`config.mk`:
```
export PLATFORM = sky130hd
export DESIGN_NAME = shape_seq_ctrl_flat
export DESIGN_NICKNAME = d
export VERILOG_FILES = /design/src/rtl/shape_seq_ctrl_if.sv /design/src/rtl/shape_seq_ctrl.sv /design/src/flat_wrapper.sv
export SDC_FILE = /design/constraint.sdc
export NUM_CORES = 1
export LEC_CHECK = 0
export CAP_MARGIN = 20
export CORE_ASPECT_RATIO = 0.8
export CORE_MARGIN = 4
export CORE_UTILIZATION = 35
export CTS_CLUSTER_DIAMETER = 200
export DETAILED_ROUTE_END_ITERATION = 10
export SYNTH_ARGS = -nofsm -noshare
export SYNTH_HDL_FRONTEND = slang
export SYNTH_SLANG_ARGS = --single-unit
```
`constraint.sdc`:
```
create_clock -name clk -period 2.3 [get_ports clk]
set_input_delay 0.46 -clock clk [delete_from_list [all_inputs] [get_ports clk]]
set_output_delay 0.46 -clock clk [all_outputs]
set_load 0.01 [all_outputs]
```
`src/rtl/shape_seq_ctrl_if.sv`:
```
// rtl/shape_seq_ctrl_if.sv - command, FIFO and generator handshake bundle for shape_seq_ctrl
interface shape_seq_ctrl_if #(
   parameter int MAX_VERTS = 8,
   parameter int SEL_W     = 4
);
   localparam int VW = $clog2(MAX_VERTS + 1);

   logic             new_shape;
   logic [3:0]       shapeid;
   logic [VW-1:0]    num_verts;
   logic             waitrequest;
   logic             data_ready;
   logic             data_sent;
   logic             line_done;
   logic             arc_done;
   logic             prim_sel;
   logic             write;
   logic             read;
   logic             enable;
   logic [SEL_W-1:0] output_sel;
   logic             shape_done;
   logic             shape_err;
   logic             busy;

   modport master (
      input  new_shape, shapeid, num_verts, waitrequest,
             data_ready, data_sent, line_done, arc_done,
      output prim_sel, write, read, enable, output_sel,
             shape_done, shape_err, busy
   );

   modport slave (
      output new_shape, shapeid, num_verts, waitrequest,
             data_ready, data_sent, line_done, arc_done,
      input  prim_sel, write, read, enable, output_sel,
             shape_done, shape_err, busy
   );
endinterface

```
`src/rtl/shape_seq_ctrl.sv`:
```
// rtl/shape_seq_ctrl.sv - 2D shape draw sequencer; SHAPE_SEQ_PIXCNT_EN adds the pix_count output
module shape_seq_ctrl #(
   parameter int MAX_VERTS = 8,
   parameter int NUM_ARCS  = 8,
   parameter int SEL_W     = 4
) (
   input  logic             clk,
   input  logic             nreset,
   shape_seq_ctrl_if.master bus
`ifdef SHAPE_SEQ_PIXCNT_EN
   ,
   output logic [15:0]      pix_count
`endif
);
   localparam int VW = $clog2(MAX_VERTS + 1);
   localparam logic [3:0]       SH_LINE   = 4'd0;
   localparam logic [3:0]       SH_TRI    = 4'd1;
   localparam logic [3:0]       SH_POLY   = 4'd2;
   localparam logic [3:0]       SH_CIRCLE = 4'd3;
   localparam logic [VW-1:0]    ONE_V     = VW'(1);
   localparam logic [SEL_W-1:0] LAST_ARC  = SEL_W'(NUM_ARCS - 1);

   typedef enum logic [2:0] {
      S_IDLE, S_IDENT, S_SEND, S_MAKE, S_OUTPIX, S_CLEAR, S_DONE, S_ERR
   } state_t;

   state_t           state, state_nx;
   logic [3:0]       shape_q, shape_nx;
   logic [VW-1:0]    nverts_q, nverts_nx;
   logic [VW-1:0]    nprim_q, nprim_nx;
   logic [VW-1:0]    k_q, k_nx;
   logic [SEL_W-1:0] a_q, a_nx;
   logic             is_circ;
   logic             last_k;
   logic [SEL_W-1:0] draw_sel;

   assign is_circ  = (shape_q == SH_CIRCLE);
   assign last_k   = (k_q == nprim_q - ONE_V);
   // The arc engine is addressed by arc index, the line engine by primitive index
   assign draw_sel = is_circ ? a_q : SEL_W'(k_q);

   always_ff @(posedge clk or negedge nreset) begin
      if (!nreset) begin
         state    <= S_IDLE;
         shape_q  <= '0;
         nverts_q <= '0;
         nprim_q  <= '0;
         k_q      <= '0;
         a_q      <= '0;
      end else begin
         state    <= state_nx;
         shape_q  <= shape_nx;
         nverts_q <= nverts_nx;
         nprim_q  <= nprim_nx;
         k_q      <= k_nx;
         a_q      <= a_nx;
      end
   end

   always_comb begin
      state_nx       = state;
      shape_nx       = shape_q;
      nverts_nx      = nverts_q;
      nprim_nx       = nprim_q;
      k_nx           = k_q;
      a_nx           = a_q;
      bus.prim_sel   = 1'b0;
      bus.write      = 1'b0;
      bus.read       = 1'b0;
      bus.enable     = 1'b0;
      bus.output_sel = '0;
      bus.shape_done = 1'b0;
      bus.shape_err  = 1'b0;
      bus.busy       = (state != S_IDLE);

      case (state)
         S_IDLE: begin
            if (bus.new_shape) begin
               state_nx  = S_IDENT;
               shape_nx  = bus.shapeid;
               nverts_nx = bus.num_verts;
            end
         end
         S_IDENT: begin
            k_nx     = '0;
            a_nx     = '0;
            state_nx = S_SEND;
            case (shape_q)
               SH_LINE, SH_CIRCLE: nprim_nx = ONE_V;
               SH_TRI:             nprim_nx = VW'(3);
               SH_POLY: begin
                  nprim_nx = nverts_q;
                  if (nverts_q < VW'(3) || nverts_q > VW'(MAX_VERTS))
                     state_nx = S_ERR;
               end
               default: state_nx = S_ERR;
            endcase
         end
         S_SEND: begin
            bus.write      = 1'b1;
            bus.prim_sel   = is_circ;
            bus.output_sel = is_circ ? '0 : SEL_W'(k_q);
            if (!bus.waitrequest) begin
               if (last_k) begin
                  state_nx = S_MAKE;
                  k_nx     = '0;
                  a_nx     = '0;
               end else begin
                  k_nx = k_q + ONE_V;
               end
            end
         end
         S_MAKE: begin
            bus.enable     = 1'b1;
            bus.prim_sel   = is_circ;
            bus.output_sel = draw_sel;
            // Completion wins over a pending pixel; arc_done only counts at arc 0
            if (is_circ ? (bus.arc_done && a_q == '0) : bus.line_done)
               state_nx = S_CLEAR;
            else if (bus.data_ready)
               state_nx = S_OUTPIX;
         end
         S_OUTPIX: begin
            bus.prim_sel   = is_circ;
            bus.output_sel = draw_sel;
            if (bus.data_sent) begin
               state_nx = S_MAKE;
               if (is_circ)
                  a_nx = (a_q == LAST_ARC) ? '0 : a_q + SEL_W'(1);
            end
         end
         S_CLEAR: begin
            bus.read       = 1'b1;
            bus.prim_sel   = is_circ;
            bus.output_sel = draw_sel;
            if (!bus.waitrequest) begin
               if (last_k) begin
                  state_nx = S_DONE;
               end else begin
                  k_nx     = k_q + ONE_V;
                  state_nx = S_MAKE;
               end
            end
         end
         S_DONE: begin
            bus.shape_done = 1'b1;
            state_nx       = S_IDLE;
         end
         S_ERR: begin
            bus.shape_err = 1'b1;
            state_nx      = S_IDLE;
         end
         default: state_nx = S_IDLE;
      endcase
   end

`ifdef SHAPE_SEQ_PIXCNT_EN
   always_ff @(posedge clk or negedge nreset) begin
      if (!nreset)
         pix_count <= '0;
      else if (state == S_IDLE && bus.new_shape)
         pix_count <= '0;
      else if (state == S_OUTPIX && bus.data_sent && pix_count != 16'hFFFF)
         pix_count <= pix_count + 16'd1;
   end
`endif
endmodule

```
`src/flat_wrapper.sv`:
```
// flat-port wrapper written by rule: the top's interface ports become plain ports
module shape_seq_ctrl_flat 
#(
   parameter int MAX_VERTS = 8,
   parameter int NUM_ARCS  = 8,
   parameter int SEL_W     = 4
)
  (clk, nreset, bus_new_shape, bus_shapeid, bus_num_verts, bus_waitrequest, bus_data_ready, bus_data_sent, bus_line_done, bus_arc_done, bus_prim_sel, bus_write, bus_read, bus_enable, bus_output_sel, bus_shape_done, bus_shape_err, bus_busy);
  shape_seq_ctrl_if #(.MAX_VERTS(MAX_VERTS), .SEL_W(SEL_W)) bus_i ();
  input  logic clk;
  input  logic nreset;
  input wire logic [$bits(bus_i.new_shape)-1:0] bus_new_shape;
  input wire logic [$bits(bus_i.shapeid)-1:0] bus_shapeid;
  input wire logic [$bits(bus_i.num_verts)-1:0] bus_num_verts;
  input wire logic [$bits(bus_i.waitrequest)-1:0] bus_waitrequest;
  input wire logic [$bits(bus_i.data_ready)-1:0] bus_data_ready;
  input wire logic [$bits(bus_i.data_sent)-1:0] bus_data_sent;
  input wire logic [$bits(bus_i.line_done)-1:0] bus_line_done;
  input wire logic [$bits(bus_i.arc_done)-1:0] bus_arc_done;
  output wire logic [$bits(bus_i.prim_sel)-1:0] bus_prim_sel;
  output wire logic [$bits(bus_i.write)-1:0] bus_write;
  output wire logic [$bits(bus_i.read)-1:0] bus_read;
  output wire logic [$bits(bus_i.enable)-1:0] bus_enable;
  output wire logic [$bits(bus_i.output_sel)-1:0] bus_output_sel;
  output wire logic [$bits(bus_i.shape_done)-1:0] bus_shape_done;
  output wire logic [$bits(bus_i.shape_err)-1:0] bus_shape_err;
  output wire logic [$bits(bus_i.busy)-1:0] bus_busy;
  assign bus_i.new_shape = bus_new_shape;
  assign bus_i.shapeid = bus_shapeid;
  assign bus_i.num_verts = bus_num_verts;
  assign bus_i.waitrequest = bus_waitrequest;
  assign bus_i.data_ready = bus_data_ready;
  assign bus_i.data_sent = bus_data_sent;
  assign bus_i.line_done = bus_line_done;
  assign bus_i.arc_done = bus_arc_done;
  assign bus_prim_sel = bus_i.prim_sel;
  assign bus_write = bus_i.write;
  assign bus_read = bus_i.read;
  assign bus_enable = bus_i.enable;
  assign bus_output_sel = bus_i.output_sel;
  assign bus_shape_done = bus_i.shape_done;
  assign bus_shape_err = bus_i.shape_err;
  assign bus_busy = bus_i.busy;
  shape_seq_ctrl #(.MAX_VERTS(MAX_VERTS), .NUM_ARCS(NUM_ARCS), .SEL_W(SEL_W)) u_core (.clk(clk), .nreset(nreset), .bus(bus_i));
endmodule
```
==> results by group <==
Outcome
  – Status: finished, final reports clean

Die
  – IO Count: 27
  – Die ar.: 5560 sq um
  – Core footprint: about 4200 sq um
  – Die W: slightly above 80 microns
  – Height of the die: between 60 and 70 microns
  – Cell row count: 21
  – Starting density of the core: between 30% and 40%

Logic synthesis
  – Mean Syn Cell Area: approximately 9.1 sq um
  – Synth area leader: dfrtp_1
  – Yosys cell types: 53
  – Cells after synthesis: 171
  – Synth top area share: between 30 and 40%
  – Post-synthesis sequential area ratio: a little under two fifths
  – Post-synth EDFFs: 0
  – Post-synth top cells: dfrtp_1, nand2_1, inv_1, nor2_1, o21ai_0
  – Synth Cell Area: approximately 1500 sq um
  – Syn nets: 191
  – Dominant cells by area after synthesis: dfrtp_1, mux2_2, nand2_1, xnor2_1, ha_1
  – Post-synth ARST share: 100%
  – Prevailing post-synth register cell: dfrtp_1
  – Warnings, synthesis: 0
  – Most common cell in the netlist: dfrtp_1
  – Flops & latches, synth: 23

Cells and area
  – # diodes: 0
  – FF/Latch Area: between 500 and 600 sq um
  – Fin nets: 229
  – Share of cells above drive strength 1: between 10% and 20%
  – Fillers: between 400 and 500
  – Area delta synth->final: 29.5%
  – Multi-input gate area: 907 sq um

Drt
  – Initial DRC count: between 100 and 150
  – Initial DRT Pass Iterations: 4
  – DRT antenna net count: 0
  – DR vias/cell: ~5.2
  – Total wire length: 3.80 mm
  – DRC viols: 0
  – Vias: 1,390
  – Wirelength per Cell: roughly 14 microns

STA
  – Slew HR: between 60% and 70%
  – Tmin final: around 2.2 ns
  – Final Hold Vio Count: 0
  – Slew of the pin with the lowest slew margin: 0.481 ns
  – Slew Viols, Final: 0
  – Setup TNS: 0 ns
  – Achievable frequency: 461 MHz
  – Finish-stage setup viols: 0
  – RSZ-0062 raised after global routing: false
  – Final worst-path cycle share: a little over nine tenths
  – Worst clock skew: about 0.0075 ns

Clock network
  – CTS Buf Count: 3
  – CTS H-Tree Depth: 1
  – Clock Path Buffers: 2
  – Post-CTS Hold Buffers: 0
  – CTS root buf: clkbuf_8
  – CTS tree: done
  – Clk slew on worst S/H paths: around 0.080 ns
  – Clock sink count: 23
  – Worst-Skew Late Latency: 0.26 ns

Worst setup path
  – Slowest cell delay on critical path: between 0.5 and 0.6 ns
  – Critical Path RT: between 1.5 and 2 ns
  – Crit path DAT: roughly 1.7 ns
  – Buf/Inv on CP: 2
  – Worst setup SP type: register
  – Crit path max fanout: 8
  – Kind of end point of the critical path: primary output
  – Cell Chain, Critical Path: buf_4, xnor2_2, nor2_1, clkdlybuf4s50_1
  – Critical Path Start: u_core.state[2]
  – WS Path Type: register to primary output
  – Critical-path top delay cell: clkdlybuf4s50_1
  – Reg2Reg Launch Point: u_core.nprim_q[0]
  – CP delay by family, top: buffers and inverters

Global routing
  – Number of global-route vias before repair: 1,399
  – Remaining Overflow, GRT: 0
  – First-pass GRT wire length: around 6.4 mm
  – Largest net degree at the start of global routing: 24
  – GRT Total Usage: between 10% and 20%
  – Initial antenna violation count: 0

Placed design
  – RePlAce Congestion: around 0.85
  – Port bufs: 26
  – Detail Placement HPWL: ~3 mm

Worst hold path
  – HP Class: register to register
  – Worst Hold Launch: u_core.nprim_q[3]

Power and ir drop
  – P_sw: about 1.1 mW
  – Cell leakage power: roughly 0.87 nW
  – Pwr dens: 1250 nW/um^2
  – Combinational fraction of design power: between 50% and 60%
  – Sequential power share: approximately 31%
  – Power, Total: around 2.5 mW
  – Worst VDD drop: 0.000593 V
  – Clock power share: between 10% and 20%
  – Sw frac: 43.1%
  – Internal power: about 1.4 mW

Job
  – Max-cap check violation count: 0
-- logic make-up (layout without fill, tap and decap cells) --
group / after synthesis / count (layout) / share of synthesized area [%]
and+or+nand+nor: 65 / 65 / 23.7
AOI/OAI and AO/OA: 43 / 43 / 19.1
DFF: 23 / 23 / 37.2
buffers and inverters: 18 / 55 / 5.17
muxes: 10 / 10 / 7.11
xor gates and xnor gates: 8 / 8 / 4.52
adders and majority gates: 4 / 4 / 3.23
-- metrics by stage --
| step | cells | instance area, sq um | utilization (%) | setup slack (ns) | hold WS (ns) |
|---|---|---|---|---|---|
| detailed placement | 258 | 1920 | 45.5 | 0.143 | 0.506 |
| CTS | 265 | 1990 | 47.1 | 0.00630 | 0.525 |
| finish | 265 | 2010 | 47.4 | 0.131 | 0.517 |
| global route | 265 | 2010 | 47.4 | 0.0149 | 0.565 |
| global placement | 258 | 1920 | 45.5 | 0.150 | 0.492 |
| floorplan | 171 | 1550 | - | 0.530 | 0.164 |
-- sequential cells by signal, summed over array words and instances (netlist names) --
name and cells:
u_core.nverts_q 4, u_core.k_q 4, u_core.a_q 4, u_core.state 3, u_core.nprim_q 4, u_core.shape_q 4
-- repair_timing --
action / CTS / global route
buffers inserted: 3 / 0
cloned: 0 / 0
endpoints found under the setup margin: 6 / 3
gates resized for setup: 7 / 3
pin swaps: 1 / 0
-- power groups by stage --
stage | registers, mW | logic [mW] | clock network (mW)
after floorplan | 0.674 | 1.05 | 0
after global placement | 0.776 | 1.39 | 0
after detailed placement | 0.779 | 1.43 | 0
after CTS | 0.771 | 1.47 | 0.262
after global routing | 0.806 | 1.64 | 0.279
final | 0.776 | 1.47 | 0.253
-- worst register-to-register path, stage by stage, from the launching register on --
cell and delay (ns):
dfrtp_1 0.40, inv_1 0.06, ha_1 0.31, xor2_1 0.15, nand2_1 0.14, nor3_2 0.40
nor3_1 0.14, nor4_1 0.30
-- layout make-up --
class                           count  share of cell area, %
Sequential cell                    23                   28.8
Inverter                           11                   2.06
Clock buffer                        4                   2.25
Timing Repair Buffer               40                   18.1
Multi-Input combinational cell    130                   45.2
Tap cell                           57                   3.56
-- cells in the final DEF (no fill, tap or decap), types with 2 or more instances in the layout --
| master | Yosys | routed |
|---|---|---|
| clkdlybuf4s50_1 | 0 | 21 |
| dfrtp_1 | 23 | 21 |
| nand2_1 | 17 | 17 |
| buf_4 | 0 | 14 |
| inv_1 | 11 | 11 |
| nor2_1 | 11 | 11 |
| o21ai_0 | 10 | 10 |
| mux2_2 | 8 | 8 |
| nor2b_1 | 7 | 6 |
| a21oi_1 | 5 | 5 |
| xnor2_1 | 6 | 5 |
| nand3_1 | 4 | 4 |
| a2bb2oi_1 | 4 | 4 |
| nor3_1 | 4 | 4 |
| ha_1 | 4 | 4 |
| dlygate4sd2_1 | 0 | 4 |
| and2_1 | 3 | 3 |
| clkbuf_8 | 0 | 3 |
| and3_1 | 2 | 2 |
| nor4bb_1 | 2 | 2 |
| mux2i_1 | 2 | 2 |
| a31oi_1 | 2 | 2 |
| nand2b_1 | 2 | 2 |
| xor2_1 | 2 | 2 |
| nor4_1 | 2 | 2 |
| o31ai_1 | 2 | 2 |
| o21ai_1 | 2 | 2 |
| o41ai_1 | 2 | 2 |
| o32ai_1 | 2 | 2 |
| a21boi_0 | 2 | 2 |
| dfrtp_2 | 0 | 2 |
-- routing by layer --
layer | vias to the layer above | wire length (microns) | share of wire [%] | global-route usage, %
met1 | 660 | 1900 | 50 | 21.0
li1 | 695 | - | - | -
met2 | 33 | 1700 | 45 | 24.1
met5 | - | 0 | 0 | 0
met3 | 2 | 176 | 4.6 | 3.20
met4 | 0 | 17 | 0.45 | 2.49
-- path summary, 6_finish.rpt --
kind / end / slack (ns) / cells past startpoint
worst max-delay path: bus_prim_sel / 0.13 / 4
worst min-delay path: u_core.nprim_q[3] / 0.52 / 2
worst max register to register: u_core.k_q[3] / 0.31 / 7
worst min register to register: u_core.nprim_q[3] / 0.52 / 2
max in group asynchronous: u_core.state[1] / 1.50 / 2
min in group asynchronous: u_core.a_q[1] / 0.55 / 2
No activity file was read; power rests on OpenSTA's default activity.
